[config.mk]
export PLATFORM = sky130hd
export DESIGN_NAME = edf_queue_scheduler_flat
export DESIGN_NICKNAME = d
export VERILOG_FILES = /design/src/rtl/edf_queue_scheduler_if.sv /design/src/rtl/edf_queue_scheduler.sv /design/src/flat_wrapper.sv
export SDC_FILE = /design/constraint.sdc
export NUM_CORES = 1
export LEC_CHECK = 0
export ABC_AREA = 1
export CORE_AREA = 2 2 154 156
export DETAILED_ROUTE_END_ITERATION = 16
export DIE_AREA = 0 0 156 158
export PLACE_DENSITY_LB_ADDON = 0.2
export SLEW_MARGIN = 25
export SYNTH_ARGS = -nofsm -noshare
export SYNTH_HDL_FRONTEND = slang
export SYNTH_SLANG_ARGS = --single-unit
[constraint.sdc]
create_clock -name clock -period 8 [get_ports clock]
set_clock_uncertainty 0.1 [all_clocks]
set_input_delay 1.2 -clock clock [delete_from_list [all_inputs] [get_ports clock]]
set_output_delay 1.2 -clock clock [all_outputs]
set_load 0.03 [all_outputs]
[src/rtl/edf_queue_scheduler_if.sv]
// Bundle between the EDF scheduler, the per-core queueing domain and the serializer.
//
// Handshake: the scheduler pulses queues_ready for exactly one cycle to pop the
// head of queue core_id. The queueing domain answers with a one-cycle
// queues_valid pulse. core_id stays stable from selection until that answer
// arrives or the wait times out. serializer_ready is a level that means the
// downstream side can take one packet. It is only looked at before a transaction
// starts.
interface edf_queue_scheduler_if #(
    parameter int NUMBER_OF_QUEUES = 4,
    parameter int REGISTER_SIZE    = 32
);
    localparam int ID_W = (NUMBER_OF_QUEUES > 1) ? $clog2(NUMBER_OF_QUEUES) : 1;

    logic [NUMBER_OF_QUEUES-1:0][REGISTER_SIZE-1:0] periods;
    logic [NUMBER_OF_QUEUES-1:0]                    empty;
    logic                                           serializer_ready;
    logic                                           queues_valid;
    logic [ID_W-1:0]                                core_id;
    logic                                           queues_ready;
    logic                                           busy;
    logic                                           timeout_error;
    logic [REGISTER_SIZE-1:0]                       served_count;
    // Encoded FSM state, exported for observation: 0 IDLE, 1 ARB, 2 ISSUE, 3 WAIT.
    logic [1:0]                                     fsm_state;

    modport master (
        input  periods, empty, serializer_ready, queues_valid,
        output core_id, queues_ready, busy, timeout_error, served_count, fsm_state
    );

    modport slave (
        output periods, empty, serializer_ready, queues_valid,
        input  core_id, queues_ready, busy, timeout_error, served_count, fsm_state
    );
endinterface

[src/rtl/edf_queue_scheduler.sv]
// Earliest-Deadline-First arbiter. Each core has a periodic deadline countdown.
// When the serializer can accept a packet, the scheduler selects the non-empty
// queue whose deadline is nearest and pops its head with a one-cycle ready pulse.
// It then waits a bounded time for the valid pulse.
module edf_queue_scheduler #(
    parameter int NUMBER_OF_QUEUES = 4,
    parameter int REGISTER_SIZE    = 32,
    parameter int WAIT_TIMEOUT     = 8
) (
    input  logic                   clock,
    input  logic                   reset,
    edf_queue_scheduler_if.master  bus
);
    localparam int ID_W  = (NUMBER_OF_QUEUES > 1) ? $clog2(NUMBER_OF_QUEUES) : 1;
    localparam int CNT_W = (WAIT_TIMEOUT > 1) ? $clog2(WAIT_TIMEOUT) : 1;
    localparam logic [REGISTER_SIZE-1:0] DL_ONE    = REGISTER_SIZE'(1);
    localparam logic [CNT_W-1:0]         WAIT_LAST = CNT_W'(WAIT_TIMEOUT - 1);

    typedef enum logic [1:0] {
        IDLE  = 2'd0,
        ARB   = 2'd1,
        ISSUE = 2'd2,
        WAIT  = 2'd3
    } state_t;

    state_t                      state, state_next;
    logic [REGISTER_SIZE-1:0]    dl [NUMBER_OF_QUEUES];
    logic [NUMBER_OF_QUEUES-1:0] eligible;
    logic [ID_W-1:0]             winner;
    logic [REGISTER_SIZE-1:0]    best_dl;
    logic                        found;
    logic [ID_W-1:0]             core_id_q, core_id_next;
    logic [CNT_W-1:0]            wait_cnt, wait_cnt_next;
    logic [REGISTER_SIZE-1:0]    served_q, served_next;
    logic                        timeout_q, timeout_next;

    // Deadline countdowns run in every state. A period change is picked up only at the next reload.
    always_ff @(posedge clock) begin
        for (int i = 0; i < NUMBER_OF_QUEUES; i++) begin
            if (reset) begin
                dl[i] <= bus.periods[i];
            end else if (bus.periods[i] == '0) begin
                dl[i] <= '0;
            end else if (dl[i] <= DL_ONE) begin
                dl[i] <= bus.periods[i];
            end else begin
                dl[i] <= dl[i] - DL_ONE;
            end
        end
    end

    // A queue takes part only when it has data and its core is enabled (nonzero period).
    always_comb begin
        for (int i = 0; i < NUMBER_OF_QUEUES; i++) begin
            eligible[i] = ~bus.empty[i] & (bus.periods[i] != '0);
        end
    end

    // Minimum-deadline search. The strict less-than keeps the lowest index on ties.
    always_comb begin
        winner  = '0;
        best_dl = '1;
        found   = 1'b0;
        for (int i = 0; i < NUMBER_OF_QUEUES; i++) begin
            if (eligible[i] && (!found || dl[i] < best_dl)) begin
                found   = 1'b1;
                best_dl = dl[i];
                winner  = ID_W'(i);
            end
        end
    end

    // FSM, counter and status registers.
    always_ff @(posedge clock) begin
        if (reset) begin
            state     <= IDLE;
            core_id_q <= '0;
            wait_cnt  <= '0;
            served_q  <= '0;
            timeout_q <= 1'b0;
        end else begin
            state     <= state_next;
            core_id_q <= core_id_next;
            wait_cnt  <= wait_cnt_next;
            served_q  <= served_next;
            timeout_q <= timeout_next;
        end
    end

    // Next-state logic. core_id is loaded only in ARB, so the buffer read address
    // stays fixed until the transaction ends.
    always_comb begin
        state_next    = state;
        core_id_next  = core_id_q;
        wait_cnt_next = wait_cnt;
        served_next   = served_q;
        timeout_next  = timeout_q;
        case (state)
            IDLE: begin
                if (bus.serializer_ready && (|eligible)) begin
                    state_next = ARB;
                end
            end
            ARB: begin
                if (|eligible) begin
                    core_id_next = winner;
                    state_next   = ISSUE;
                end else begin
                    state_next = IDLE;
                end
            end
            ISSUE: begin
                wait_cnt_next = '0;
                state_next    = WAIT;
            end
            WAIT: begin
                if (bus.queues_valid) begin
                    served_next = served_q + DL_ONE;
                    state_next  = IDLE;
                end else if (wait_cnt == WAIT_LAST) begin
                    timeout_next = 1'b1;
                    state_next   = IDLE;
                end else begin
                    wait_cnt_next = wait_cnt + CNT_W'(1);
                end
            end
            default: begin
                state_next = IDLE;
            end
        endcase
    end

    // The ready pulse follows directly from the single ISSUE cycle, so it can
    // never be high in two consecutive cycles.
    assign bus.queues_ready  = (state == ISSUE);
    assign bus.busy          = (state != IDLE);
    assign bus.core_id       = core_id_q;
    assign bus.served_count  = served_q;
    assign bus.timeout_error = timeout_q;
    assign bus.fsm_state     = state;
endmodule

[src/flat_wrapper.sv]
// flat-port wrapper written by rule: the top's interface ports become plain ports
module edf_queue_scheduler_flat 
#(
    parameter int NUMBER_OF_QUEUES = 4,
    parameter int REGISTER_SIZE    = 32,
    parameter int WAIT_TIMEOUT     = 8
)
  (clock, reset, bus_periods, bus_empty, bus_serializer_ready, bus_queues_valid, bus_core_id, bus_queues_ready, bus_busy, bus_timeout_error, bus_served_count, bus_fsm_state);
  edf_queue_scheduler_if #(.NUMBER_OF_QUEUES(NUMBER_OF_QUEUES), .REGISTER_SIZE(REGISTER_SIZE)) bus_i ();
  input  logic clock;
  input  logic reset;
  input wire logic [$bits(bus_i.periods)-1:0] bus_periods;
  input wire logic [$bits(bus_i.empty)-1:0] bus_empty;
  input wire logic [$bits(bus_i.serializer_ready)-1:0] bus_serializer_ready;
  input wire logic [$bits(bus_i.queues_valid)-1:0] bus_queues_valid;
  output wire logic [$bits(bus_i.core_id)-1:0] bus_core_id;
  output wire logic [$bits(bus_i.queues_ready)-1:0] bus_queues_ready;
  output wire logic [$bits(bus_i.busy)-1:0] bus_busy;
  output wire logic [$bits(bus_i.timeout_error)-1:0] bus_timeout_error;
  output wire logic [$bits(bus_i.served_count)-1:0] bus_served_count;
  output wire logic [$bits(bus_i.fsm_state)-1:0] bus_fsm_state;
  assign bus_i.periods = bus_periods;
  assign bus_i.empty = bus_empty;
  assign bus_i.serializer_ready = bus_serializer_ready;
  assign bus_i.queues_valid = bus_queues_valid;
  assign bus_core_id = bus_i.core_id;
  assign bus_queues_ready = bus_i.queues_ready;
  assign bus_busy = bus_i.busy;
  assign bus_timeout_error = bus_i.timeout_error;
  assign bus_served_count = bus_i.served_count;
  assign bus_fsm_state = bus_i.fsm_state;
  edf_queue_scheduler #(.NUMBER_OF_QUEUES(NUMBER_OF_QUEUES), .REGISTER_SIZE(REGISTER_SIZE), .WAIT_TIMEOUT(WAIT_TIMEOUT)) u_core (.clock(clock), .reset(reset), .bus(bus_i));
endmodule
==> results by group, run 1 <==
Outcome
  • Run status: completed

Power and ir drop
  • Total chip power: 2.49 mW
  • Power per cell area: 154 nW/µm²
  • Net switching power: around 820 µW
  • Largest vdd supply drop: 116 µV
  • Part of the power in the clock network: 0.343
  • Net switching share of the total power: 0.329
  • Logic pwr share: 0.219
  • Share of total power in sequential cells: 0.438
  • Leakage: 6.94 nW
  • Int Power: 1.67 mW

Placed design
  • Instance area after placement: 15500 µm²
  • Routability Congestion: 0.972
  • Count of buffers from port buffering: between 150 and 200
  • HPWL after detailed placement: ~28000 µm
  • Dpl ws: -26.7 ps

Layout
  • Most frequent standard cell in the layout excluding fill and tap cells: sky130_fd_sc_hd__nand2_1
  • Signed area change from the synthesized netlist to the final layout: 24.9%
  • Layout cell share with drive strength beyond 1: 0.0375
  • Highest-count cells in the layout ignoring fill and taps: sky130_fd_sc_hd__nand2_1 (402), sky130_fd_sc_hd__nor2_1 (235), sky130_fd_sc_hd__inv_1 (196), sky130_fd_sc_hd__clkdlybuf4s50_1 (174), sky130_fd_sc_hd__o21ai_0 (173)
  • Layout Cell Area excl Fill: 16200 µm²
  • Number of inserted filler cells in the final layout: 1929
  • Post-layout net count: around 2300
  • Ant. Diodes: 0

Logic synthesis
  • Share of synthesized registers carrying an async set or reset: 0
  • Synth Flop Type: sky130_fd_sc_hd__edfxtp_1
  • Share of the synthesized area in compound gates (AO/OA/AOI/OAI): 0.144
  • Fraction of synthesized cell area in xor and xnor cells: 0.0432
  • Adder-cell area share of the yosys netlist: 0.0985
  • Mux contribution to synthesized area: 0.00589
  • Largest family of logic cells by synthesized area: simple AND/OR/NAND/NOR gates
  • Number of synthesized register bits: 168
  • Count of unique library cells instantiated by Yosys: 47
  • Mean Syn Cell Area: 7.29 µm²
  • Mapped cell area: 13000 µm²
  • Gate count of the mapped netlist: 1777
  • Share of synthesized cell area in and, or, nand and nor gates: 0.280
  • Count of flip-flops with a built-in enable after synthesis: 128
  • Warnings, synthesis: 0
  • Proportion of synthesized chip area in sequential cells: 0.358

Floorplan
  • Ports placed on the boundary: 175
  • Initial core utilization: 0.562
  • Std-Cell Core Area: 23100 µm²
  • Chip Width: ~160 µm
  • FP Rows: 56
  • Die Span Y: 158 µm
  • Die ar.: 24600 µm²

Critical path
  • Kind of end point of the critical path: flip-flop
  • Cell type with the highest occurrence count on the critical path: sky130_fd_sc_hd__nand2_1
  • Arrival time worst endpoint: 7650 ps
  • Family with the most delay on the worst path: simple AND/OR/NAND/NOR gates
  • Required arrival time at the worst endpoint: 8270 ps
  • Buf/Inv on CP: 6
  • Highest fanout seen on the critical path: 33
  • Kind of start point of the critical path: input port
  • Worst setup path class: input port to flip-flop
  • Delay of the slowest critical-path stage: between 300 and 400 ps
  • Slowest cell on the critical path: sky130_fd_sc_hd__clkdlybuf4s50_1

Routing
  • Routed wire length: 36200 µm
  • Number of vias after detailed routing: between 10000 and 15000
  • Number of search-and-repair iterations in the first detailed-routing pass: 6
  • DRC marker count from the first detailed-route iteration: 1164
  • Ratio of routed vias to standard cells: 5.50
  • Post-route antenna net violation count: 0
  • DRC violation count after routing: 0
  • Routed WL per cell: 15.3 µm

Clock network
  • Post-CTS clock slew at the launch and capture registers of the worst setup and hold paths: about 80 ps
  • Worst-skew pair later-pin latency: 440 ps
  • Worst-case clock buffer depth: 2
  • Number of clock sinks seen by CTS: between 150 and 200
  • # H-tree levels: 4
  • Clock tree from TritonCTS: built
  • Number of buffers added by the clock tree synthesis step: 17
  • Clock tree root driver cell: sky130_fd_sc_hd__clkbuf_16
  • Setup fix buffers added after clock tree synthesis: 0

Global routing
  • Pin count of the biggest net entering global routing: 58
  • Global-route wire length before repair: just under 60000 µm
  • Number of antenna violations at the first check in global routing: 0
  • Number of global-route vias before repair: 12500
  • Total overflow reported by the global router: 0
  • GR Util All Layers: 0.300

STA
  • Final-report setup violation count: 0
  • Total negative slack for setup checks: 0 ps
  • Final-report max-slew violation count: 0
  • Period utilization: 0.921
  • Tightest Pin Transition: 850 ps
  • Final worst setup slack: around 630 ps
  • Max-slew headroom at the worst pin: 0.428
  • Number of endpoints with negative hold slack in the final report: 0
  • Maximum clock rate: 0.136 GHz
  • Final min period: 7370 ps
  • Hold slack final: 359 ps

Worst hold path
  • Min-Delay Path Class: flip-flop to flip-flop

Flow run
  • MaxCap Viol Count: 0
cells by family after synthesis:
logic type,Yosys count
XOR/XNOR,64
multiplexers,7
AO/OA/AOI/OAI,335
AND/OR/NAND/NOR,857
flip-flops,168
buffers and inverters,243
adder cells (fa/ha/maj),102
other,1
cells in the mapped netlist, types with 4 or more instances:
library cell               count  area share
sky130_fd_sc_hd__a32o_1       10      0.0077
sky130_fd_sc_hd__o21a_1        6      0.0035
sky130_fd_sc_hd__ha_1        102       0.098
sky130_fd_sc_hd__xor2_1       43       0.029
sky130_fd_sc_hd__mux2_2        5      0.0043
sky130_fd_sc_hd__xnor2_1      21       0.014
sky130_fd_sc_hd__dfxtp_1      40       0.062
sky130_fd_sc_hd__a211oi_1     10      0.0058
sky130_fd_sc_hd__clkbuf_1     43       0.012
sky130_fd_sc_hd__nor4_1       40       0.019
sky130_fd_sc_hd__edfxtp_1    128        0.30
sky130_fd_sc_hd__a31oi_1       8      0.0039
sky130_fd_sc_hd__inv_1       196       0.057
sky130_fd_sc_hd__nand2_2       5      0.0024
sky130_fd_sc_hd__o221ai_1      4      0.0027
sky130_fd_sc_hd__o21ai_0     184       0.071
sky130_fd_sc_hd__nor3_1       42       0.016
sky130_fd_sc_hd__nor2_1      235       0.068
sky130_fd_sc_hd__nand4_1      34       0.016
sky130_fd_sc_hd__a31o_2        4      0.0027
sky130_fd_sc_hd__nand3_1      80       0.031
sky130_fd_sc_hd__a21oi_1      94       0.036
sky130_fd_sc_hd__nand2_1     404        0.12
tightest hold or removal path, cell delays in order, from the launching register on:
cell and delay [ps]:
sky130_fd_sc_hd__dfxtp_1 310, sky130_fd_sc_hd__inv_1 50, sky130_fd_sc_hd__a21oi_1 50
state kept, by name (all words and copies together), names as in the netlist, named ones only:
signal / cells
u_core.bus.served_count: 32
u_core.bus.fsm_state: 1
u_core.dl: 128
u_core.bus.core_id: 2
u_core.bus.timeout_error: 1
u_core.wait_cnt: 3
metrics by stage:
stage | cells | util
after floorplan | 1904 | -
after global placement | 2336 | 0.674
after detailed placement | 2336 | 0.675
after CTS | 2368 | 0.700
after global routing | 2368 | 0.702
final | 2368 | 0.702
area by class of cell:
cell class	instances	area, µm²	area share
Clock inverter	15	174	0.0107
Tap cell	290	363	0.0224
Timing Repair Buffer	188	1900	0.117
Multi-Input combinational cell	1493	7940	0.491
Inverter	197	739	0.0457
Clock buffer	17	425	0.0263
Sequential cell	168	4640	0.287
worst paths after layout:
path | to | slack (ps) | from | cells past startpoint
hold / removal | u_core.bus.timeout_error | 360 | u_core.bus.timeout_error | 2
hold reg to reg | u_core.bus.timeout_error | 360 | u_core.bus.timeout_error | 2
setup / recovery | u_core.bus.core_id[1] | 630 | bus_periods[1] | 47
setup reg to reg | u_core.bus.core_id[1] | 2160 | u_core.dl[0][17] | 38
per-layer routing:
| metal | global-route usage | vias to the layer above | share of wire |
|---|---|---|---|
| li1 | - | 6534 | - |
| met1 | 0.390 | 5954 | 0.44 |
| met2 | 0.525 | 473 | 0.48 |
| met3 | 0.0413 | 59 | 0.059 |
| met4 | 0.0852 | 0 | 0.021 |
| met5 | 0 | - | 0 |
power by group through the flow:
stage | clock, mW | combinational [mW] | sequential (mW)
final | 0.852 | 0.545 | 1.09
after global routing | 0.892 | 0.621 | 1.10
after CTS | 0.863 | 0.534 | 1.09
after detailed placement | 0 | 0.528 | 1.11
after global placement | 0 | 0.509 | 1.10
after floorplan | 0 | 0.339 | 1.08
repair_timing:
action                                  4_1_cts  5_1_grt
hold buffers                                  0        0
gates resized for setup                       0       21
endpoints found under the setup margin        0        2
Note: power is estimated with default switching activity, not from simulation.
==> run 2, diff against run 1 <==
--- a/config.mk
+++ b/config.mk
@@ -6,9 +6,11 @@
 export NUM_CORES = 1
 export LEC_CHECK = 0
 export ABC_AREA = 1
-export CORE_AREA = 2 2 154 156
+export CELL_PAD_IN_SITES_DETAIL_PLACEMENT = 1
+export CELL_PAD_IN_SITES_GLOBAL_PLACEMENT = 2
+export CORE_AREA = 2 2 205 207
 export DETAILED_ROUTE_END_ITERATION = 16
-export DIE_AREA = 0 0 156 158
+export DIE_AREA = 0 0 207 209
 export PLACE_DENSITY_LB_ADDON = 0.2
 export SLEW_MARGIN = 25
 export SYNTH_ARGS = -nofsm -noshare
==> results by group, run 2 (same netlist as run 1, synthesis figures left out) <==
STA
  • Final min period: 7360 ps
  • Final-report setup violation count: 0
  • Max-slew headroom at the worst pin: 0.433
  • Tightest Pin Transition: 842 ps
  • Hold slack final: ~370 ps
  • Final-report max-slew violation count: 0
  • Period utilization: 0.920
  • Number of endpoints with negative hold slack in the final report: 0
  • Maximum clock rate: 0.136 GHz

Critical path
  • Endpoint of the most critical setup path: u_core.bus.core_id[1]
  • Delay of the slowest critical-path stage: about 410 ps
  • Worst setup path class: input port to flip-flop
  • Arrival time worst endpoint: between 7000 and 8000 ps
  • Worst reg2reg path startpoint: u_core.dl[0][9]
  • Kind of start point of the critical path: input port
  • Kind of end point of the critical path: flip-flop
  • Highest fanout seen on the critical path: 33
  • RR Endpoint: u_core.bus.core_id[1]
  • Origin of the worst setup path: bus_periods[20]
  • Required arrival time at the worst endpoint: about 8300 ps
  • Worst reg-to-reg path cell count: 35
  • Slowest cell on the critical path: sky130_fd_sc_hd__o21ai_0
  • Setup slack of the most critical reg-to-reg path: 2090 ps
  • Cell type with the highest occurrence count on the critical path: sky130_fd_sc_hd__nand2_1

Global routing
  • Global-route wire length before repair: approximately 74000 µm
  • Number of global-route vias before repair: 13500
  • Total overflow reported by the global router: 0
  • Number of antenna violations at the first check in global routing: 0
  • GR Util All Layers: 0.214
  • Pin count of the biggest net entering global routing: 35

Worst hold path
  • Min-Delay Path Class: flip-flop to flip-flop

Floorplan
  • Die Span Y: 209 µm
  • Initial core utilization: 0.314
  • Std-Cell Core Area: 41300 µm²
  • Die ar.: 43300 µm²
  • FP Rows: 75
  • Ports placed on the boundary: 175
  • Chip Width: a little over 200 µm

Clock network
  • Number of buffers added by the clock tree synthesis step: 17
  • # H-tree levels: 4
  • Clock tree from TritonCTS: built
  • Clock tree root driver cell: sky130_fd_sc_hd__clkbuf_16
  • Worst-skew pair later-pin latency: 470 ps
  • Worst-case clock buffer depth: 2
  • Post-CTS clock slew at the launch and capture registers of the worst setup and hold paths: 70 ps
  • Count of hold buffers inserted by post-cts repair: 0
  • Number of clock sinks seen by CTS: 168

Layout
  • Most frequent standard cell in the layout excluding fill and tap cells: sky130_fd_sc_hd__nand2_1
  • Signed area change from the synthesized netlist to the final layout: 28.2%
  • Layout cell share with drive strength beyond 1: 0.0438
  • Ant. Diodes: 0
  • Layout Cell Area excl Fill: 16600 µm²
  • Most flops, register: u_core.dl
  • Highest-count cells in the layout ignoring fill and taps: sky130_fd_sc_hd__nand2_1 (403), sky130_fd_sc_hd__nor2_1 (235), sky130_fd_sc_hd__inv_1 (196), sky130_fd_sc_hd__o21ai_0 (175), sky130_fd_sc_hd__clkdlybuf4s50_1 (174)
  • Count of non-filler cells in the finished layout: 2638
  • Post-layout net count: 2324
  • Largest register FFs: 128

Flow run
  • MaxCap Viol Count: 0

Placed design
  • Routability Congestion: ~0.84
  • Count of buffers from port buffering: 174
  • Instance area after placement: around 16000 µm²
  • HPWL after detailed placement: 37000 µm
  • Cell count after placement: 2603

Power and ir drop
  • Leakage: 7.03 nW
  • Power per cell area: 151 nW/µm²
  • Largest vdd supply drop: 144 µV

Routing
  • Ratio of routed vias to standard cells: 4.91
  • Post-route antenna net violation count: 0
  • Routed wire length: roughly 45000 µm
  • DRC violation count after routing: 0
  • Routed WL per cell: roughly 17 µm
  • Number of search-and-repair iterations in the first detailed-routing pass: 5
  • Number of vias after detailed routing: 13000
  • DRC marker count from the first detailed-route iteration: between 600 and 700

Outcome
  • Run status: completed
## run 2: area by class of cell
type / instances / area [µm²]
clock buffer: 26 / 532
clock inverter: 6 / 33.8
fill: 5191 / 24700
inverter: 197 / 739
multi-input combinational: 1494 / 7950
sequential: 168 / 4640
tap: 539 / 674
timing repair buffer: 208 / 2040
## run 2: repair_timing
| action | in CTS | in global routing |
|---|---|---|
| resized for setup | 0 | 16 |
| setup buffers | 0 | 2 |
| setup endpoints to repair | 0 | 2 |
## run 2: worst min path at each step
| stage | startpoint | endpoint | depth (start not counted) |
|---|---|---|---|
| CTS | u_core.wait_cnt[1] | u_core.wait_cnt[1] | 2 |
| global placement | u_core.wait_cnt[0] | u_core.wait_cnt[0] | 1 |
| floorplan | u_core.wait_cnt[0] | u_core.wait_cnt[0] | 1 |
| detailed placement | u_core.wait_cnt[1] | u_core.wait_cnt[1] | 2 |
| global route | u_core.wait_cnt[1] | u_core.wait_cnt[1] | 2 |
| finish | u_core.wait_cnt[1] | u_core.wait_cnt[1] | 2 |
## run 2: metal layers
metal | vias to the layer above | global-route usage | wire length (µm)
met5 | - | 0 | 0
met4 | 0 | 0.0589 | 778
met3 | 39 | 0.0271 | 1190
met2 | 151 | 0.375 | 22400
met1 | 6195 | 0.276 | 21000
li1 | 6566 | - | -
## run 2: critical path: cells and delay by family
| kind | cells | cell delay (ps) |
|---|---|---|
| fa+ha+maj | 3 | 860 |
| simple gates | 25 | 2240 |
| buf+inv | 6 | 1140 |
| compound gates | 12 | 2210 |
## run 2: report_power, final
part | leakage, nW | internal [mW] | switching (mW)
Clock | 0.286 | 0.459 | 0.382
Sequential | 1.59 | 1.01 | 0.0928
Combinational | 5.15 | 0.247 | 0.326
Total | 7.03 | 1.71 | 0.800
## run 2: metrics by stage
stage	TNS [ps]	setup slack (ps)	power, mW	util
after CTS	0	234	2.53	0.401
final	0	640	2.51	0.402
after floorplan	0	1130	1.42	-
after global routing	-22.8	-21.5	2.66	0.402
after global placement	-280	-140	1.66	0.387
after detailed placement	-492	-247	1.68	0.387
